<file path="src/rtl/dna_pkg.sv">
// Shared constants and FSM state type for the device-DNA read arbiter.
package dna_pkg;

  localparam int unsigned DNA_WIDTH = 57;
  localparam int unsigned DNA_CNT_W = 6;
  localparam logic [DNA_WIDTH-1:0] SIM_DNA_DEFAULT = 57'h028340E18D8C85C;

  typedef enum logic [1:0] {
    S_IDLE,
    S_LOAD,
    S_SHIFT,
    S_FINISH
  } dna_state_t;

endpackage

</file>
<file path="src/rtl/dna_port_wrap.sv">
// Isolates the device DNA_PORT so the sequencer stays vendor-neutral.
// Behavioural equivalent: READ parallel-loads, SHIFT moves left with DIN at LSB, DOUT is MSB.
module dna_port_wrap
  import dna_pkg::*;
#(
  parameter logic [DNA_WIDTH-1:0] SIM_DNA_VALUE = SIM_DNA_DEFAULT
) (
  input  logic clk,
  input  logic read,
  input  logic shift,
  input  logic din,
  output logic dout
);

  logic [DNA_WIDTH-1:0] r_dna;

  // The primitive has no reset; the arbiter always issues READ before SHIFT.
  always_ff @(posedge clk) begin
    if (read)
      r_dna <= SIM_DNA_VALUE;
    else if (shift)
      r_dna <= {r_dna[DNA_WIDTH-2:0], din};
  end

  assign dout = r_dna[DNA_WIDTH-1];

endmodule

</file>
<file path="src/rtl/dna_read_arbiter.sv">
// Sole sequencer of the DNA port: one automatic read after reset, then round-robin
// service of requesters, each pass comparing the captured DNA with the latched expectation.
module dna_read_arbiter
  import dna_pkg::*;
#(
  parameter int unsigned          NUM_REQ       = 4,
  parameter bit                   AUTO_READ     = 1'b1,
  parameter logic [DNA_WIDTH-1:0] SIM_DNA_VALUE = SIM_DNA_DEFAULT
) (
  input  logic                           clk,
  input  logic                           reset,
  input  logic [NUM_REQ-1:0]             req,
  input  logic [NUM_REQ*DNA_WIDTH-1:0]   req_expected,
  output logic [NUM_REQ-1:0]             gnt,
  output logic                           done,
  output logic [2:0]                     done_id,
  output logic                           done_auto,
  output logic                           match,
  output logic [DNA_WIDTH-1:0]           dna_value,
  output logic                           dna_valid,
  output logic                           busy
);

  dna_state_t           r_state, w_next;
  logic                 r_auto_pending;
  logic                 r_auto;
  logic [2:0]           r_rr;
  logic [2:0]           r_id;
  logic [DNA_WIDTH-1:0] r_exp;
  logic [DNA_WIDTH-1:0] r_shift;
  logic [DNA_CNT_W-1:0] r_cnt;
  logic [DNA_WIDTH-1:0] r_dna;
  logic                 r_dna_valid;

  logic                 w_read, w_shift, w_dout;
  logic [3:0]           w_pick;
  logic [DNA_WIDTH-1:0] w_exp_arr [8];

  // First requesting index at or after ptr, wrapping; bit 3 flags that one was found.
  function automatic logic [3:0] rr_pick(input logic [7:0] r, input logic [2:0] ptr);
    logic [3:0] res;
    logic [2:0] idx;
    res = '0;
    for (int unsigned k = 0; k < NUM_REQ; k++) begin
      idx = 3'((32'(ptr) + k) % NUM_REQ);
      if (!res[3] && r[idx])
        res = {1'b1, idx};
    end
    return res;
  endfunction

  for (genvar g = 0; g < 8; g++) begin : g_exp
    if (g < NUM_REQ) begin : g_used
      assign w_exp_arr[g] = req_expected[DNA_WIDTH*g +: DNA_WIDTH];
    end else begin : g_pad
      assign w_exp_arr[g] = '0;
    end
  end

  assign w_pick = rr_pick(8'(req), r_rr);

  always_comb begin
    w_next    = r_state;
    w_read    = 1'b0;
    w_shift   = 1'b0;
    gnt       = '0;
    done      = 1'b0;
    done_id   = '0;
    done_auto = 1'b0;
    match     = 1'b0;
    unique case (r_state)
      S_IDLE: begin
        if (r_auto_pending) begin
          w_next = S_LOAD;
        end else if (w_pick[3]) begin
          gnt    = NUM_REQ'(1) << w_pick[2:0];
          w_next = S_LOAD;
        end
      end
      S_LOAD: begin
        w_read = 1'b1;
        w_next = S_SHIFT;
      end
      S_SHIFT: begin
        w_shift = 1'b1;
        if (r_cnt == DNA_CNT_W'(DNA_WIDTH - 1))
          w_next = S_FINISH;
      end
      S_FINISH: begin
        done      = 1'b1;
        done_id   = r_id;
        done_auto = r_auto;
        match     = !r_auto && (r_dna == r_exp);
        w_next    = S_IDLE;
      end
      default: w_next = S_IDLE;
    endcase
  end

  always_ff @(posedge clk or posedge reset) begin
    if (reset) begin
      r_state        <= S_IDLE;
      r_auto_pending <= AUTO_READ;
      r_auto         <= 1'b0;
      r_rr           <= '0;
      r_id           <= '0;
      r_exp          <= '0;
      r_shift        <= '0;
      r_cnt          <= '0;
      r_dna          <= '0;
      r_dna_valid    <= 1'b0;
    end else begin
      r_state <= w_next;
      unique case (r_state)
        S_IDLE: begin
          if (r_auto_pending) begin
            r_auto_pending <= 1'b0;
            r_auto         <= 1'b1;
            r_id           <= '0;
          end else if (w_pick[3]) begin
            r_auto <= 1'b0;
            r_id   <= w_pick[2:0];
            r_exp  <= w_exp_arr[w_pick[2:0]];
          end
        end
        S_LOAD: r_cnt <= '0;
        S_SHIFT: begin
          r_shift <= {r_shift[DNA_WIDTH-2:0], w_dout};
          r_cnt   <= r_cnt + 1'b1;
          // Publish on the last sample so dna_value is already valid alongside done.
          if (r_cnt == DNA_CNT_W'(DNA_WIDTH - 1)) begin
            r_dna       <= {r_shift[DNA_WIDTH-2:0], w_dout};
            r_dna_valid <= 1'b1;
          end
        end
        S_FINISH: begin
          if (!r_auto)
            r_rr <= (r_id == 3'(NUM_REQ - 1)) ? 3'd0 : r_id + 3'd1;
        end
        default: ;
      endcase
    end
  end

  assign dna_value = r_dna;
  assign dna_valid = r_dna_valid;
  assign busy      = (r_state != S_IDLE);

  dna_port_wrap #(
    .SIM_DNA_VALUE(SIM_DNA_VALUE)
  ) u_dna_port (
    .clk  (clk),
    .read (w_read),
    .shift(w_shift),
    .din  (1'b0),
    .dout (w_dout)
  );

endmodule
</file>
<file path="config.mk">
export PLATFORM = sky130hd
export DESIGN_NAME = dna_read_arbiter
export DESIGN_NICKNAME = d
export VERILOG_FILES = /design/src/rtl/dna_pkg.sv /design/src/rtl/dna_port_wrap.sv /design/src/rtl/dna_read_arbiter.sv
export SDC_FILE = /design/constraint.sdc
export NUM_CORES = 1
export LEC_CHECK = 0
export ABC_AREA = 1
export BUFFER_PORTS_ARGS = -buffer_cell sky130_fd_sc_hd__buf_2
export CAP_MARGIN = 20
export CORE_MARGIN = 1.5
export CORE_UTILIZATION = 40
export DETAILED_ROUTE_END_ITERATION = 8
export PLACE_DENSITY = 0.64
export SYNTH_ARGS = -nofsm -noshare
export SYNTH_HDL_FRONTEND = slang
export SYNTH_SLANG_ARGS = --single-unit
</file>
<file path="constraint.sdc">
create_clock -name clk -period 9.2 [get_ports clk]
set_input_delay 1.84 -clock clk [delete_from_list [all_inputs] [get_ports clk]]
set_output_delay 1.84 -clock clk [all_outputs]
set_load 0.03 [all_outputs]
</file>
Word level (Yosys, flattened, before mapping)
Cells that the tools add are included.
- reduce and logical (&&, ||, !) cells: 17
- equal/unequal tests: 8
- add/sub/neg operators: 5
- $lt $le $gt $ge: 5
- bitwise gates (word level): 3
- multiplexer cells: 34
- shift-type cells: 1
- operators by type and width (kind ; count):
    $bmux W57 S3 ; 1
    $mux W57 ; 2
    $eq A57 B57 Y1 ; 1
    $mux W4 ; 7
    $lt A2 B4 Y1 const B ; 4
    $pmux W6 S2 ; 1
    $mux W1 ; 11
    $mux W3 ; 3
    $bmux W1 S2 ; 4
    $mux W2 ; 4
    $pmux W2 S4 ; 1
    $reduce_and A2 Y1 ; 4
    $add A6 B1 Y6 const B ; 1
    $eq A6 B6 Y1 const B ; 1
    $reduce_bool A2 Y1 ; 3
    $add A2 B1 Y2 const B ; 2
    $add A2 B2 Y2 const B ; 2
    $eq A2 B2 Y1 const B ; 2
    $ge A4 B4 Y1 const B ; 1
    $logic_and A1 B1 Y1 ; 4
    $logic_not A1 Y1 ; 4
    $not A3 Y4 ; 1
    $shl A1 B3 Y4 const A ; 1
    $eq A3 B2 Y1 const B ; 1
    other kinds (6) ; 7
- word-level logic and storage cells: 84
- output and inout bits: 69
- register bits: 241
- input port bits: 234

Longest topological paths before layout
- depth in word-level cells: 16
- gate-level depth with buffers: 17
- gate-level depth less buffers: 15

Hierarchy
A second synthesis with hierarchy kept.
- cell total of the unflattened synthesis: 1850
- area, all modules: 12791.0 µm²
- by module, submodules not included (module ; area each (µm²) ; cells each ; seq. area each (µm²) ; instances):
    dna_read_arbiter ; 10600.2 ; 1530 ; 4630.7 ; 1
    dna_port_wrap ; 2190.9 ; 320 ; 1141.1 ; 1

Worst setup path before layout
Ideal clock, no wire load.
- path type: input to output
- start point: in req[3]
- end point: out gnt[1]
- setup slack: 3.826 ns
- stages on the path: 11
- path buffers: 2
- arrival: 3.534 ns
- cell sequence: inv_1 -> nand2_1 -> nand3_1 -> nand2_1 -> nor2_2 -> nand3_1 -> nand2_2 -> nand2_4 -> buf_6 -> buf_6 -> nor3_1
- cells in the longest elaborated chain, start to end: 16
- ends and longest elaborated chain (item ; RTL line ; source):
    from (decl) ; dna_read_arbiter.sv:12 ; input logic [NUM_REQ-1:0] req,
    $bmux W1 S2 ; dna_read_arbiter.sv:46 ; if (!res[3] && r[idx])
    $mux W1 (not written as such) ; dna_read_arbiter.sv:46 ;
    $mux W4 ; dna_read_arbiter.sv:46 ;
    $logic_not A1 Y1 ; dna_read_arbiter.sv:46 ;
    $logic_and A1 B1 Y1 ; dna_read_arbiter.sv:46 ;
    $mux W4 ; dna_read_arbiter.sv:46 ;
    $logic_not A1 Y1 ; dna_read_arbiter.sv:46 ;
    $logic_and A1 B1 Y1 ; dna_read_arbiter.sv:46 ;
    $mux W4 ; dna_read_arbiter.sv:46 ;
    $logic_not A1 Y1 ; dna_read_arbiter.sv:46 ;
    $logic_and A1 B1 Y1 ; dna_read_arbiter.sv:46 ;
    $mux W4 (*) ; dna_read_arbiter.sv:46 ;
    $shl A1 B3 Y4 ; dna_read_arbiter.sv:76 ; gnt = NUM_REQ'(1) << w_pick[2:0];
    $mux W4 (*) ; dna_read_arbiter.sv:75 ; end else if (w_pick[3]) begin
    $mux W4 (*) ; dna_read_arbiter.sv:73 ; if (r_auto_pending) begin
    $mux W4 (*) ; dna_read_arbiter.sv:71 ; unique case (r_state)
    to (decl) ; dna_read_arbiter.sv:14 ; output logic [NUM_REQ-1:0] gnt,
Mark *: on every way between the ends. The rest lies on a longest branch, timed or not. The select of a mux whose other input is x is not followed.

Worst setup path after layout
- start point: in req[3]
- end point: out gnt[3]
Same word-level chain as after synthesis.

==> out/metrics.cfg <==
[floorplan]
die_w_um = 178
placementRows = 64
core-area_mm2 = 0.0304
initial_core_util = 0.404
die_area_mm2 = 0.0318
fp.dieH_um = 178
design.portCount = 303

[sta]
fin_crit_sh = 0.680
min_period_ns = 6.25
slew_headroom = 0.311
fmax_mhz = 160
setup_slack_ns = 2.95
final_max_slew_viol_count = 0
fin_setup_tns_ns = 0
rsz0062_at_grt = false
worst_pin_slew_ns = 1.03
clock_skew_ns = 0.00798
finalSetupViolations = 0
hold_violations = 0

[min_path]
min_path_cells = 2
whs_endpoint = u_dna_port.r_dna[6]
min_from = u_dna_port.r_dna[6]
hold_path_class = register to register

[cells_and_area]
n_antenna_cell = 0
fillers = 3066
final_nets = 2233
syn2layout_area_growth_pct = 20.9
final_core_util = 0.489
layout-drive-gt1-share = 0.187
postLayoutCellArea_mm2 = 0.0149
final_cells = 2408

[yosys]
yosys-top-cells-count = nand2_1 (790), dfrtp_1 (184), o21ai_0 (164)
synth_top_area_cell = dfrtp_1
synth_nets = 1996
synth_edf_count = 0
syn_area_mm2 = 0.0123
ys.flop_type = dfrtp_1
yosys_register_bits = 240
yosysSeqAreaShare = 0.466
synth_area_leaders = dfrtp_1 (37%), nand2_1 (24%), dfxtp_1 (9.0%), o21ai_0 (6.7%), nand3_1 (5.7%)
synth_most_common_cell = nand2_1
netlist_instances = 1755
async_flop_share = 0.771
post_synth.cell_area_avg_um2 = 7.01
ys_types = 40
ys_warn_count = 0
synth_top_area_frac = 0.374

[clock_network]
cts-root-buf = clkbuf_16
post_cts_resized = 0
clock_path_buffers = 3
tritoncts = yes
cts_made_buffers = 26
holdBufCountCts = 0
clk_pin_slew_ns = 0.06
clock_latency_ns = 0.53
cts.sinks = 240
htreeDepth = 1
post-cts-setup-buffers = 0

[global_routing]
grt_pass1_wl_um = 57700
grt_max_degree = 116
use_met3 = 0.0311
grt_use_met1 = 0.289
grtUsageTotal = 0.233
overflow = 0
busiest_layer = met2
antenna_found_initial = 0
grt_pass1_vias = 11100
grtUsageMet2 = 0.422

[power_and_ir_drop]
vdd_drop_max_uv = 131
p_int_w = 0.00180
p_sw_frac = 0.232
p_seq_frac = 0.449
p_comb_frac = 0.084
power_density_mw_per_mm2 = 157
p_leak_nw = 8.35
power.switching_w = 0.000544
p_clk_frac = 0.467

[critical_path]
rr_worst_depth = 15
crit_fanout = 61
regToRegEndpoint = r_exp[27]
crit_path_cell_trace = buf_2 -> inv_1 -> nand2_1 -> nand3_1 -> nand2_1 -> nor2_2 -> nand2_1 -> o21ai_1 -> inv_1 -> nand2_2 -> buf_4 -> inv_2 -> nand2_1 -> nor2_1 -> buf_2
crit_top_cell = nand2_1
path_class = input pin to output pin
critPathLaunchType = input pin
timing.rr.start = r_rr[0]
slowest_stage = inv_2
path_buf_inv = 6
cp_data_arrival_time_ns = 4.41
crit_path_max_incr_delay_ns = 0.53
rrSetupSlack_ns = 5.89
critPathTopFamily = buffers and inverters
cp-end-kind = output pin
crit_required_ns = 7.36

[routing]
vias = 11800
drt-initial-drc-count = 851
vias_per_cell = 4.90
drt-pass1-iter-count = 5
drc_errors = 0
routedWlPerCell_um = 15.8
wirelength_um = 38200
antenna_left = 0

[job]
drv_cap = 0

[placed_design]
globalplace.congestion = 0.863
hpwl_um = 28400
placedCellCount = 2359
dpl_cell_area_mm2 = 0.0139
place_ws_ns = 2.88
portBuffers = 301

[run_status]
outcome = completed

worst max path at each step:
| stage | startpoint | to | slack (ns) | cells after the start |
|---|---|---|---|---|
| 3_5_place_dp | req[3] | gnt[1] | 2.88 | 11 |
| 4_1_cts | req[3] | gnt[1] | 2.87 | 11 |
| 5_1_grt | req[3] | gnt[3] | 2.57 | 15 |
| 6_report | req[3] | gnt[3] | 2.95 | 15 |
| 2_1_floorplan | reset | dna_valid | 2.33 | 1 |
| 3_3_place_gp | req[3] | gnt[1] | 2.92 | 11 |
cell type report:
class	count	area, µm²	share of cell area
inverters	127	482	0.0324
flip-flops and latches	240	5730	0.385
repair buffers	313	1630	0.110
multi-input cells	1284	5610	0.377
clock buffers	43	868	0.0584
well taps	396	495	0.0333
clock inverters	5	52.6	0.00353
worst reg2reg max path: cells and delay by family (launching register included):
family | cells | cell delay (ns)
buffers and inverters | 2 | 0.79
flip-flops | 1 | 0.64
AND/OR/NAND/NOR | 12 | 1.60
AO/OA/AOI/OAI | 1 | 0.22
through the flow:
step	hold slack, ns	total power, W
2_1_floorplan	0.429	0.00119
3_3_place_gp	0.439	0.00127
3_5_place_dp	0.443	0.00127
4_1_cts	0.460	0.00236
5_1_grt	0.480	0.00243
6_report	0.458	0.00234
cells in the final DEF (no fill, tap or decap), types with 9 or more instances in the layout:
| master | count |
|---|---|
| nand3_1 | 141 |
| buf_4 | 10 |
| clkbuf_8 | 9 |
| nor2_1 | 88 |
| a22o_1 | 13 |
| dfrtp_1 | 184 |
| clkbuf_16 | 29 |
| o21ai_0 | 164 |
| buf_2 | 301 |
| nor4_1 | 10 |
| nand2_1 | 789 |
| o22ai_1 | 16 |
| inv_1 | 122 |
| dfxtp_1 | 55 |
logic make-up after synthesis:
kind of cell             count (synthesis)  synth area share
other                                    1          0.000305
XOR/XNOR                                14           0.00997
AO/OA/AOI/OAI                          208            0.0925
buffers and inverters                  231            0.0808
flip-flops                             240             0.466
adder cells (fa/ha/maj)                  7           0.00712
AND/OR/NAND/NOR                       1054             0.343
registers in the layout (all words and copies together), names as in the netlist:
register          count
r_auto                1
dna_value            57
r_rr                  2
u_dna_port.r_dna     55
r_cnt                 6
r_auto_pending        1
r_shift              56
r_exp                57
r_id                  2
r_state               2
dna_valid             1
power groups by stage:
stage / sequential [W] / clock (W) / combinational, W
2_1_floorplan: 0.00107 / 0 / 0.000116
3_3_place_gp: 0.00107 / 0 / 0.000195
3_5_place_dp: 0.00107 / 0 / 0.000198
4_1_cts: 0.00105 / 0.00111 / 0.000199
5_1_grt: 0.00105 / 0.00115 / 0.000222
6_report: 0.00105 / 0.00109 / 0.000196
layer usage:
layer | routed length [µm] | vias to the layer above | share of wire
met1 | 16000 | 5447 | 0.42
met5 | 0 | - | 0
met3 | 2150 | 52 | 0.056
met4 | 904 | 0 | 0.024
met2 | 19100 | 321 | 0.50
li1 | - | 5987 | -
Power figures use the tool's default switching activity.
